<file path="config.mk">
export PLATFORM = sky130hd
export DESIGN_NAME = fabric_line_responder
export DESIGN_NICKNAME = d
export VERILOG_FILES = /design/src/rtl/fabric_line_responder.sv
export SDC_FILE = /design/constraint.sdc
export NUM_CORES = 1
export LEC_CHECK = 0
export ABC_AREA = 1
export CORE_UTILIZATION = 61
export DETAILED_ROUTE_END_ITERATION = 8
export PLACE_DENSITY = 0.78
export SYNTH_ARGS = -nofsm -noshare
export SYNTH_HDL_FRONTEND = slang
export SYNTH_SLANG_ARGS = --single-unit
</file>
<file path="constraint.sdc">
create_clock -name CLK_B -period 7.5 [get_ports CLK_B]
set_input_delay 1.5 -clock CLK_B [delete_from_list [all_inputs] [get_ports CLK_B]]
set_output_delay 1.5 -clock CLK_B [all_outputs]
set_load 0.01 [all_outputs]
</file>
<file path="src/rtl/fabric_line_responder.sv">
// fabric_line_responder
//   Memory-side target on the fabric data bus. A bus-owning master sets a line address with
//   ADDRFD, then either bursts four words in with WRITEFD beats or requests a four-word read
//   burst with READFD. The responder holds 2**ADDR_W words organised as 4-word lines.
//
// Ports
//   CLK_B             clock, all logic on the rising edge
//   RESET             synchronous active-low reset
//   FD_IN             bus lanes {D3,D2,D1,D0}; D0 carries the address, low WORD_W bits the data
//   FD_OUT            read beat data, zero-extended, forced to 0 when FD_OE is low
//   FD_OE             responder drives the bus (read beats only)
//   FD_VALID          FD_OUT holds a valid read beat
//   ADDRFD            address strobe
//   WRITEFD           write beat strobe
//   READFD            read burst request
//   BUSY_line_MASTER  a granted master owns the bus; strobes are only sampled while high
//   BUSY_line_SLAVE   responder is committing or reading and cannot accept strobes
//   ERR_CNT           saturating protocol-error counter
module fabric_line_responder #(
    parameter int unsigned SEG_W  = 8,
    parameter int unsigned WORD_W = 16,
    parameter int unsigned ADDR_W = 6,
    parameter int unsigned WR_LAT = 1,
    parameter int unsigned RD_LAT = 2
) (
    input  logic                 CLK_B,
    input  logic                 RESET,
    input  logic [4*SEG_W-1:0]   FD_IN,
    output logic [4*SEG_W-1:0]   FD_OUT,
    output logic                 FD_OE,
    output logic                 FD_VALID,
    input  logic                 ADDRFD,
    input  logic                 WRITEFD,
    input  logic                 READFD,
    input  logic                 BUSY_line_MASTER,
    output logic                 BUSY_line_SLAVE,
    output logic [7:0]           ERR_CNT
);

    localparam int unsigned Depth  = 2 ** ADDR_W;
    localparam int unsigned MaxLat = (WR_LAT > RD_LAT) ? WR_LAT : RD_LAT;
    localparam int unsigned LatW   = $clog2(MaxLat + 1);

    typedef enum logic [2:0] {StIdle, StWBurst, StWCommit, StRWait, StRStream} state_e;

    state_e              state_q, state_d;
    logic                addr_ok_q, addr_ok_d;
    logic [ADDR_W-1:0]   base_q, base_d;
    logic [1:0]          beat_q, beat_d;
    logic [LatW-1:0]     lat_q, lat_d;
    logic [WORD_W-1:0]   stage_q [4];
    logic [WORD_W-1:0]   stage_d [4];
    logic [7:0]          err_cnt_q;
    logic                err_ev;
    logic                commit;
    logic [WORD_W-1:0]   mem_q [Depth];

    logic any_strobe;
    logic multi_strobe;
    logic unused_fd;

    assign any_strobe   = ADDRFD | WRITEFD | READFD;
    assign multi_strobe = (ADDRFD & WRITEFD) | (ADDRFD & READFD) | (WRITEFD & READFD);
    // Upper lanes are never decoded; only part of FD_IN reaches the logic.
    assign unused_fd    = ^FD_IN;

    always_comb begin
        state_d   = state_q;
        addr_ok_d = addr_ok_q;
        base_d    = base_q;
        beat_d    = beat_q;
        lat_d     = lat_q;
        stage_d   = stage_q;
        err_ev    = 1'b0;
        commit    = 1'b0;

        unique case (state_q)
            StIdle: begin
                if (BUSY_line_MASTER) begin
                    if (multi_strobe) begin
                        err_ev = 1'b1;
                    end else if (ADDRFD) begin
                        // Line aligned: the two low address bits select the beat, not the line.
                        base_d    = {FD_IN[ADDR_W-1:2], 2'b00};
                        addr_ok_d = 1'b1;
                    end else if (WRITEFD) begin
                        if (!addr_ok_q) begin
                            err_ev = 1'b1;
                        end else begin
                            stage_d[0] = FD_IN[WORD_W-1:0];
                            beat_d     = 2'd1;
                            state_d    = StWBurst;
                        end
                    end else if (READFD) begin
                        if (!addr_ok_q) begin
                            err_ev = 1'b1;
                        end else begin
                            lat_d   = '0;
                            state_d = StRWait;
                        end
                    end
                end
            end

            StWBurst: begin
                if (!BUSY_line_MASTER) begin
                    err_ev    = 1'b1;
                    addr_ok_d = 1'b0;
                    beat_d    = 2'd0;
                    state_d   = StIdle;
                end else begin
                    if (ADDRFD || READFD) begin
                        err_ev = 1'b1;
                    end
                    if (WRITEFD) begin
                        stage_d[beat_q] = FD_IN[WORD_W-1:0];
                        beat_d          = beat_q + 2'd1;
                        if (beat_q == 2'd3) begin
                            lat_d   = '0;
                            state_d = StWCommit;
                        end
                    end
                end
            end

            StWCommit: begin
                // Losing the bus here does not abort: the line is already fully staged.
                if (BUSY_line_MASTER && any_strobe) begin
                    err_ev = 1'b1;
                end
                if (lat_q == LatW'(WR_LAT - 1)) begin
                    commit    = 1'b1;
                    addr_ok_d = 1'b0;
                    beat_d    = 2'd0;
                    state_d   = StIdle;
                end else begin
                    lat_d = lat_q + LatW'(1);
                end
            end

            StRWait: begin
                if (!BUSY_line_MASTER) begin
                    err_ev    = 1'b1;
                    addr_ok_d = 1'b0;
                    state_d   = StIdle;
                end else begin
                    if (any_strobe) begin
                        err_ev = 1'b1;
                    end
                    if (lat_q == LatW'(RD_LAT - 1)) begin
                        beat_d  = 2'd0;
                        state_d = StRStream;
                    end else begin
                        lat_d = lat_q + LatW'(1);
                    end
                end
            end

            StRStream: begin
                if (!BUSY_line_MASTER) begin
                    err_ev    = 1'b1;
                    addr_ok_d = 1'b0;
                    beat_d    = 2'd0;
                    state_d   = StIdle;
                end else begin
                    if (any_strobe) begin
                        err_ev = 1'b1;
                    end
                    if (beat_q == 2'd3) begin
                        addr_ok_d = 1'b0;
                        beat_d    = 2'd0;
                        state_d   = StIdle;
                    end else begin
                        beat_d = beat_q + 2'd1;
                    end
                end
            end

            default: begin
                state_d = StIdle;
            end
        endcase
    end

    always_ff @(posedge CLK_B) begin
        if (!RESET) begin
            state_q   <= StIdle;
            addr_ok_q <= 1'b0;
            base_q    <= '0;
            beat_q    <= 2'd0;
            lat_q     <= '0;
            err_cnt_q <= 8'd0;
            for (int i = 0; i < 4; i++) begin
                stage_q[i] <= '0;
            end
        end else begin
            state_q   <= state_d;
            addr_ok_q <= addr_ok_d;
            base_q    <= base_d;
            beat_q    <= beat_d;
            lat_q     <= lat_d;
            stage_q   <= stage_d;
            if (err_ev && (err_cnt_q != 8'hFF)) begin
                err_cnt_q <= err_cnt_q + 8'd1;
            end
        end
    end

    // Storage is not reset; a reset edge blocks a pending commit.
    always_ff @(posedge CLK_B) begin
        if (RESET && commit) begin
            for (int i = 0; i < 4; i++) begin
                mem_q[base_q | ADDR_W'(i)] <= stage_q[i];
            end
        end
    end

    always_comb begin
        FD_OUT          = '0;
        FD_OE           = (state_q == StRStream);
        FD_VALID        = (state_q == StRStream);
        BUSY_line_SLAVE = (state_q == StWCommit) || (state_q == StRWait) ||
                          (state_q == StRStream);
        if (state_q == StRStream) begin
            FD_OUT[WORD_W-1:0] = mem_q[base_q | ADDR_W'(beat_q)];
        end
    end

    assign ERR_CNT = err_cnt_q;

endmodule

</file>
# ---- Word level (Yosys, flattened, before mapping)
# Memories as Yosys holds them, arrays and structs flattened.
# Cells that the tools add are included.
dict set report word_totals {
  rom_bits 0
  latchBits 0
  mem_count 1
  in_bits 38
  reg_bits 84
  ramBits 1024
  word_cells 155
}
dict set report op_classes {
  bitwise_logic 10
  n_reduce_logical 22
  eq_ne 29
  n_div 0
  n_lt_le_gt_ge 2
  mul 0
  n_mux 78
  addsub 3
  shift 0
}
# name depth word_bits rd rd_ports_with_merged_regs write_ports line_no
set mem_list {}
lappend mem_list {mem_q 64 16 1 0 4 56} ;# logic [WORD_W-1:0] mem_q [Depth];
# operator count
set op_table {}
lappend op_table {{2-to-1 mux 64 bit} 2}
lappend op_table {{2-to-1 mux 16 bit} 7}
lappend op_table {{bitwise mux 64 bit} 1}
lappend op_table {{2-to-1 mux 2 bit} 24}
lappend op_table {{2-to-1 mux 3 bit} 15}
lappend op_table {{!= test 2 bit (second input constant)} 17}
lappend op_table {{demux 16 bit (select 2 bit)} 1}
lappend op_table {{one-hot mux 16 bit (2 select lines)} 1}
lappend op_table {{2-to-1 mux 1 bit} 22}
lappend op_table {{AND reduction 10 bit} 2}
lappend op_table {{one-hot mux 3 bit (5 select lines)} 1}
lappend op_table {{AND reduction 13 bit} 1}
lappend op_table {{!= test 3 bit (second input constant)} 4}
lappend op_table {{one-hot mux 2 bit (5 select lines)} 1}
lappend op_table {{adder 8 x 1 -> 8 bit (second input constant)} 1}
lappend op_table {{!= test 8 bit (second input constant)} 1}
lappend op_table {{one-hot mux 1 bit (4 select lines)} 2}
lappend op_table {{one-hot mux 2 bit (4 select lines)} 1}
lappend op_table {{AND reduction 8 bit} 1}
lappend op_table {{nonzero test 4 bit} 2}
lappend op_table {{AND reduction 7 bit} 1}
lappend op_table {{equality test 3 x 2 -> 1 bit (second input constant)} 2}
lappend op_table {{OR 6 x 2 -> 6 bit} 1}
lappend op_table {{nonzero test 5 bit} 1}
lappend op_table {{other kinds (20)} 32}

# ---- Longest topological paths before layout
# Gate-level depths: netlist of the first run.
dict set report depth {
  ltp_word 9
  mapped_depth 13
}

# ---- Least setup slack after synthesis of the first run
# OpenSTA, ideal clock, no wires.
dict set report synth_timing {
  path_type {input -> register}
  from {input port RESET}
  to {memory mem_q[10][0] (enable)}
  setup_time_ns 0.565
  arrival_time_ns 6.467
  cell_stages 5
  path_buffers 1
  path_slack_ns 0.468
  cell_sequence {clkbuf_1 > inv_1 > nor2_1 > inv_1 > nor3_1}
}
# element line_no
set synth_lines {}
lappend synth_lines {{start, declared} 27} ;# input logic RESET,
lappend synth_lines {{end, declared} 56}

# ---- Final worst setup path of the first run
dict set report layout_timing {
  from {register beat_q[0]}
  to {output port FD_OUT[12]}
}
dict set report layout_via {
  elab_chain_len 3
}
# element line_no
set layout_rtl {}
lappend layout_rtl {{start, declared} 49} ;# logic [1:0] beat_q, beat_d;
lappend layout_rtl {{start signal, assigned} 200} ;# beat_q <= beat_d;
lappend layout_rtl {{OR 6 x 2 -> 6 bit} 225} ;# FD_OUT[WORD_W-1:0] = mem_q[base_q | ADDR_W'(beat_q)];
lappend layout_rtl {{memory (64 x 16 bit)} -}
lappend layout_rtl {{2-to-1 mux 16 bit} 224} ;# if (state_q == StRStream) begin
lappend layout_rtl {{end, declared} 29} ;# output logic [4*SEG_W-1:0] FD_OUT,
# Every way passes these cells.

==> results.yml, run 1 <==
final_layout:
  drive_gt1_share_pct: 5.673
  nFillCells: 5301
  layout_commonest_cell: "nand2_1"
  most-common-layout-cells: "1565 x nand2_1, 1024 x edfxtp_1, 498 x inv_1, 444 x nor2_1, 299 x o21ai_0"
  final_util_pct: 67.98
  synthToLayoutAreaGrowth_pct: 10.22
  diodes: 0
  fin_cells: 5684
  num-nets-final: 4612
grt:
  grt_pass1_wl_um: 168200
  grt_use_met1_pct: 38.61
  grt_overflow: 0
  grt_use_met2_pct: 47.05
  grt-busiest-layer: "met2"
  gr-usage-met3_pct: 4.345
  grt_pass1_vias: 30020
  grt_max_degree: 222
  antenna_found_initial: 1
  track_usage_pct: 28.47
placement:
  place_ws_ns: 2.304
  gp_congestion: 0.8278
  hpwl_um: 58260
  dp.cells: 5490
  port_buffers: 48
worst_setup_path:
  critPathArrivalTime_ns: 4.44
  crit_path_start: "beat_q[0]"
  cp.required_ns: 6.00
  crit_path_end: "FD_OUT[12]"
  crit_path_start_kind: "flip-flop"
  critical_path_peak_fanout: 174
  reg2regPathDepth: 6
  crit_family: "buffers and inverters"
  worstReg2RegEnd: "mem_q[37][14]"
  critPathCaptureType: "output pin"
  cpPeakStageDelay_ns: 0.75
  path_class: "reg -> out"
  crit_cells: 12
  r2r_start: "base_q[2]"
  critical-path-slowest-cell: "inv_8"
  crit_top_cell: "nand2_1"
  crit_buf_inv: 3
  reg2reg_setup_slack_ns: 3.19
  path_cells: "inv_8 -> buf_4 -> nand2_1 -> nand3_1 -> nand2_1 -> nand2_1 -> nand2_1 -> o21ai_0 -> nand2_1 -> nor2_1 -> nor2_1 -> clkdlybuf4s50_1"
sta:
  period_minus_slack_ns: 5.937
  skew_ns: 0.01985
  setup_ws_ns: 1.563
  relSlewSlack_pct: 13.69
  setup_violations: 0
  rsz0062_at_grt: "no"
  finalCritPeriodShare_pct: 79.16
  worst_pin_slew_ns: 1.292
  fmax_mhz: 168.4
  slew_viol_final: 0
  tns_ns: 0
  hold_viol: 0
die:
  io_pins: 81
  num_rows: 101
  initial_core_util_pct: 61.68
  fp.dieH_um: 279.4
  core_area_um2: 76080
  die_w_um: 279.4
  die-area_um2: 78040
yosys:
  avgSynthCellArea_um2: 10.25
  yosysWarningCount: 0
  synth_ff_type: "edfxtp_1"
  synth_edf_count: 1024
  synthArstFlopShare_pct: 0
  synth_cell_type_count: 37
  synth-seq-area-share_pct: 69.11
  netlist_area_um2: 46920
  synth-seq-cells: 1108
  synthCells: 4579
clocking:
  cts_tree: "done"
  numCtsBuffers: 105
  cts.hold.buffers_added: 0
  root_buffer: "clkbuf_16"
  clkTransAtPathRegs_ns: 0.06
  cts_resized: 0
  cts_buffer_depth: 3
  postCtsSetupBuffers: 0
  worstSkewPairLatency_ns: 0.66
  htreeDepth: 3
  clock_sinks: 1108
detailed_routing:
  viasPerCell: 5.574
  wl_per_cell_um: 19.53
  post-route-drc-count: 0
  vias: 31690
  drt_iter0_drc: 3813
  dr.pass1.iters: 6
  ant_nets: 0
  wirelength_um: 111000
hold_path:
  hold_path.class: "reg -> reg"
  hold_depth: 2
flow_run:
  cap_viol_max_count: 0
power_and_ir_drop:
  leakagePower_nw: 20.99
  peakVddDrop_uv: 191.6
  p_per_area_nw_per_um2: 240.1
outcome:
  status: "finished clean"
cells by family after synthesis:
family / count (synthesis) / synth area share [%]
and+or+nand+nor: 2285 / 19.07
DFF: 1108 / 69.11
buffers and inverters: 744 / 6.909
AOI/OAI and AO/OA: 428 / 4.597
adders and majority gates: 7 / 0.1866
xor gates and xnor gates: 6 / 0.1120
other: 1 / 0.007992
through the flow:
stage	total power [W]	hold slack (ns)	instance area, µm²
floorplan	0.006908	0.4830	46980
global placement	0.006971	0.4783	48050
detailed placement	0.006974	0.4901	48050
CTS	0.01244	0.5028	51720
global route	0.01268	0.5386	51720
finish	0.01242	0.4966	51720
synth_stat cells, types with 2 or more instances:
cell type	n	area (µm²)
clkbuf_4	2	15.01
xor2_1	5	43.79
nand4_1	4	25.02
nand2_2	6	37.54
o22ai_1	2	12.51
a21oi_1	105	525.5
nor3_1	8	40.04
buf_2	121	605.6
dfxtp_1	84	1682
inv_2	6	22.52
buf_1	12	45.04
nor2_1	459	1723
nor2_2	7	43.79
clkbuf_1	38	142.6
ha_1	7	87.58
o21ai_0	299	1496
buf_4	51	382.9
nand3_2	2	20.02
buf_6	13	146.4
edfxtp_1	1024	30750
o21ai_1	17	85.08
nand2_1	1565	5874
nand3_1	230	1151
inv_1	499	1873
worst register-to-register path: cells and delay by family, from the launching register on:
family / cells / cell delay [ns]
flip-flops: 1 / 0.50
AND/OR/NAND/NOR: 3 / 2.35
buffers and inverters: 3 / 1.13
power breakdown:
part	internal, W	total [W]	leakage, nW	switching, W
clock	0.00335	0.00557	1.80	0.00222
combinational	0.0000533	0.000191	9.94	0.000137
sequential	0.00665	0.00666	9.25	0.00000814
total	0.0101	0.0124	21.0	0.00237
worst min-delay path by stage:
stage                from          to  slack [ns]
4_1_cts        ERR_CNT[3]  ERR_CNT[3]        0.50
2_1_floorplan   addr_ok_q   addr_ok_q        0.48
3_3_place_gp   ERR_CNT[3]  ERR_CNT[3]        0.48
6_report       ERR_CNT[3]  ERR_CNT[3]        0.50
5_1_grt        ERR_CNT[3]  ERR_CNT[3]        0.54
3_5_place_dp   ERR_CNT[3]  ERR_CNT[3]        0.49
routing by layer:
metal	vias to the layer above	wire (µm)	share of wire, %
met4	2	3669	3.3
met2	1693	53100	48
met3	247	11890	11
met1	14920	42360	38
li1	14830	-	-
met5	-	12	0.011
flip-flops by register name, summed over array words and instances (netlist names):
| register | cells |
|---|---|
| mem_q | 1024 |
| stage_q | 64 |
| ERR_CNT | 8 |
| base_q | 4 |
| state_q | 3 |
| beat_q | 2 |
| lat_q | 2 |
| addr_ok_q | 1 |
final cells by class:
class	count	area (µm²)	area share [%]
tap	1030	1289	2.492
multi-input combinational	2742	11440	22.12
clock buffer	138	2959	5.722
clock inverter	56	705.7	1.364
timing repair buffer	104	970.9	1.877
sequential	1108	32440	62.72
inverter	506	1914	3.702
Note: power is estimated with default switching activity, not from simulation.
==> inputs of run 2 (changes only) <==
--- a/config.mk
+++ b/config.mk
@@ -6,9 +6,9 @@
 export NUM_CORES = 1
 export LEC_CHECK = 0
 export ABC_AREA = 1
-export CORE_UTILIZATION = 61
+export CORE_UTILIZATION = 56
 export DETAILED_ROUTE_END_ITERATION = 8
-export PLACE_DENSITY = 0.78
+export PLACE_DENSITY = 0.76
 export SYNTH_ARGS = -nofsm -noshare
 export SYNTH_HDL_FRONTEND = slang
 export SYNTH_SLANG_ARGS = --single-unit
==> constraint.sdc (replaced) <==
create_clock -name CLK_B -period 4.9 [get_ports CLK_B]
set_input_delay 0.98 -clock CLK_B [delete_from_list [all_inputs] [get_ports CLK_B]]
set_output_delay 0.98 -clock CLK_B [all_outputs]
set_load 0.01 [all_outputs]
==> run 2 against run 1 <==
Effect of this change: clock power grew 49%; critical path depth increased by 3; global-route usage decreased by 2.1 points; total power is 51% higher; hold slack gained 0.0054 ns; worst setup slack got worse by 1.4 ns; largest cell class unchanged; largest power group unchanged; highest routed layer is now met4.
==> results.yml, run 2 (synthesis gave the netlist of run 1 again) <==
outcome:
  status: "finished clean"
final_layout:
  largest_register: "mem_q"
  most-common-layout-cells: "1565 x nand2_1, 1024 x edfxtp_1, 498 x inv_1, 444 x nor2_1, 299 x o21ai_0"
  final_area_um2: 52040
  largest_reg_flops: 1024
  num-nets-final: 4637
  layout_commonest_cell: "nand2_1"
  synthToLayoutAreaGrowth_pct: 10.91
  drive_gt1_share_pct: 6.215
power_and_ir_drop:
  clkPwrFrac_pct: 44.1
  peakVddDrop_uv: 285.0
  p_per_area_nw_per_um2: 360.5
  leakagePower_nw: 21.11
  power_frac_comb_pct: 1.6
  power.internal_w: 0.01513
  seq_power_share_pct: 54.3
  swShare_pct: 19.36
  p_sw_w: 0.003633
clocking:
  cts_tree: "done"
  worstSkewPairLatency_ns: 0.67
  postCtsSetupBuffers: 0
  cts.hold.buffers_added: 0
  cts_buffer_depth: 3
  root_buffer: "clkbuf_16"
  clkTransAtPathRegs_ns: 0.06
  clock_sinks: 1108
  numCtsBuffers: 103
  cts_resized: 0
  htreeDepth: 3
worst_setup_path:
  crit_path_start_kind: "flip-flop"
  crit_buf_inv: 5
  critical_path_peak_fanout: 57
  crit_top_cell: "nand2_1"
  critPathArrivalTime_ns: 3.75
  path_cells: "inv_8 -> buf_12 -> buf_4 -> buf_4 -> nand2_1 -> nand2_1 -> nand2_1 -> o21ai_0 -> nand2_1 -> nand2_1 -> nand2_1 -> nand2_1 -> nor2_1 -> a21oi_1 -> clkdlybuf4s50_1"
  path_class: "reg -> out"
  critPathCaptureType: "output pin"
  crit_family: "buffers and inverters"
  critical-path-slowest-cell: "clkdlybuf4s50_1"
  cp.required_ns: 3.92
  cpPeakStageDelay_ns: 0.58
sta:
  period_minus_slack_ns: 4.727
  setup_violations: 0
  finalCritPeriodShare_pct: 96.46
  hold_viol: 0
  fmax_mhz: 211.6
  relSlewSlack_pct: 26.11
  skew_ns: 0.02428
  fin_hold_ws_ns: 0.5020
  rsz0062_at_grt: "no"
  worst_pin_slew_ns: 1.106
  slew_viol_final: 0
grt:
  antenna_found_initial: 1
  grt_pass1_wl_um: 170900
  grt_overflow: 0
  grt_max_degree: 144
  grt_pass1_vias: 30710
  track_usage_pct: 26.36
detailed_routing:
  drt_iter0_drc: 3458
  viasPerCell: 5.494
  wl_per_cell_um: 19.42
  dr.pass1.iters: 6
  post-route-drc-count: 0
  wirelength_um: 111700
  ant_nets: 0
  vias: 31610
placement:
  place_area_um2: 48490
  hpwl_um: 59160
  gp_congestion: 0.8302
  port_buffers: 48
die:
  fp.dieH_um: 291.5
  core_area_um2: 82500
  die-area_um2: 84950
  die_w_um: 291.5
  initial_core_util_pct: 56.87
  io_pins: 81
  num_rows: 105
hold_path:
  hold_path.class: "reg -> reg"
flow_run:
  cap_viol_max_count: 0
run 2: per-stage QoR:
stage	instances	setup TNS, ns	power, W	setup slack [ns]	utilization [%]
floorplan	4594	-515.79	0.01057	-1.612	-
global placement	5557	0	0.01068	0.9322	58.78
detailed placement	5557	0	0.01068	0.9131	58.78
CTS	5752	0	0.01881	0.2068	63.07
global route	5752	0	0.01920	0.01797	63.07
finish	5754	0	0.01876	0.1734	63.08
run 2: layer usage:
layer,up-vias,wire [µm],part of all wire (%),global-route usage (%)
li1,14880,-,-,-
met1,14920,43110,39,35.00
met2,1577,54380,49,44.26
met3,229,10630,9.5,3.230
met4,0,3633,3.3,10.83
met5,-,0,0,0
run 2: final cells by class:
cell class | instances | area, µm²
diodes | 2 | 5.005
clock buffers | 142 | 2928
clock inverters | 53 | 616.8
repair buffers | 131 | 1361
fillers | 5969 | 30460
inverters | 506 | 1914
well taps | 1070 | 1339
flip-flops and latches | 1108 | 32440
multi-input cells | 2742 | 11440
run 2: worst min-delay path: stages, from the launching register on:
cell	delay (ns)
dfxtp_1	0.34
nand2_1	0.07
a21oi_1	0.05
run 2: path summary, 6_finish.rpt:
check	cells past startpoint	slack, ns	endpoint	startpoint
worst min register to register	2	0.50	ERR_CNT[4]	ERR_CNT[4]
worst min-delay path	2	0.50	ERR_CNT[4]	ERR_CNT[4]
worst max-delay path	15	0.17	FD_OUT[2]	beat_q[0]
worst max register to register	6	1.71	mem_q[37][10]	base_q[2]
run 2: power groups by stage:
stage / clock network [W] / registers, W / logic, W
after floorplan: 0 / 0.0104 / 0.000188
after global placement: 0 / 0.0104 / 0.000287
after detailed placement: 0 / 0.0104 / 0.000290
after CTS: 0.00833 / 0.0102 / 0.000293
after global routing: 0.00869 / 0.0102 / 0.000326
final: 0.00828 / 0.0102 / 0.000298
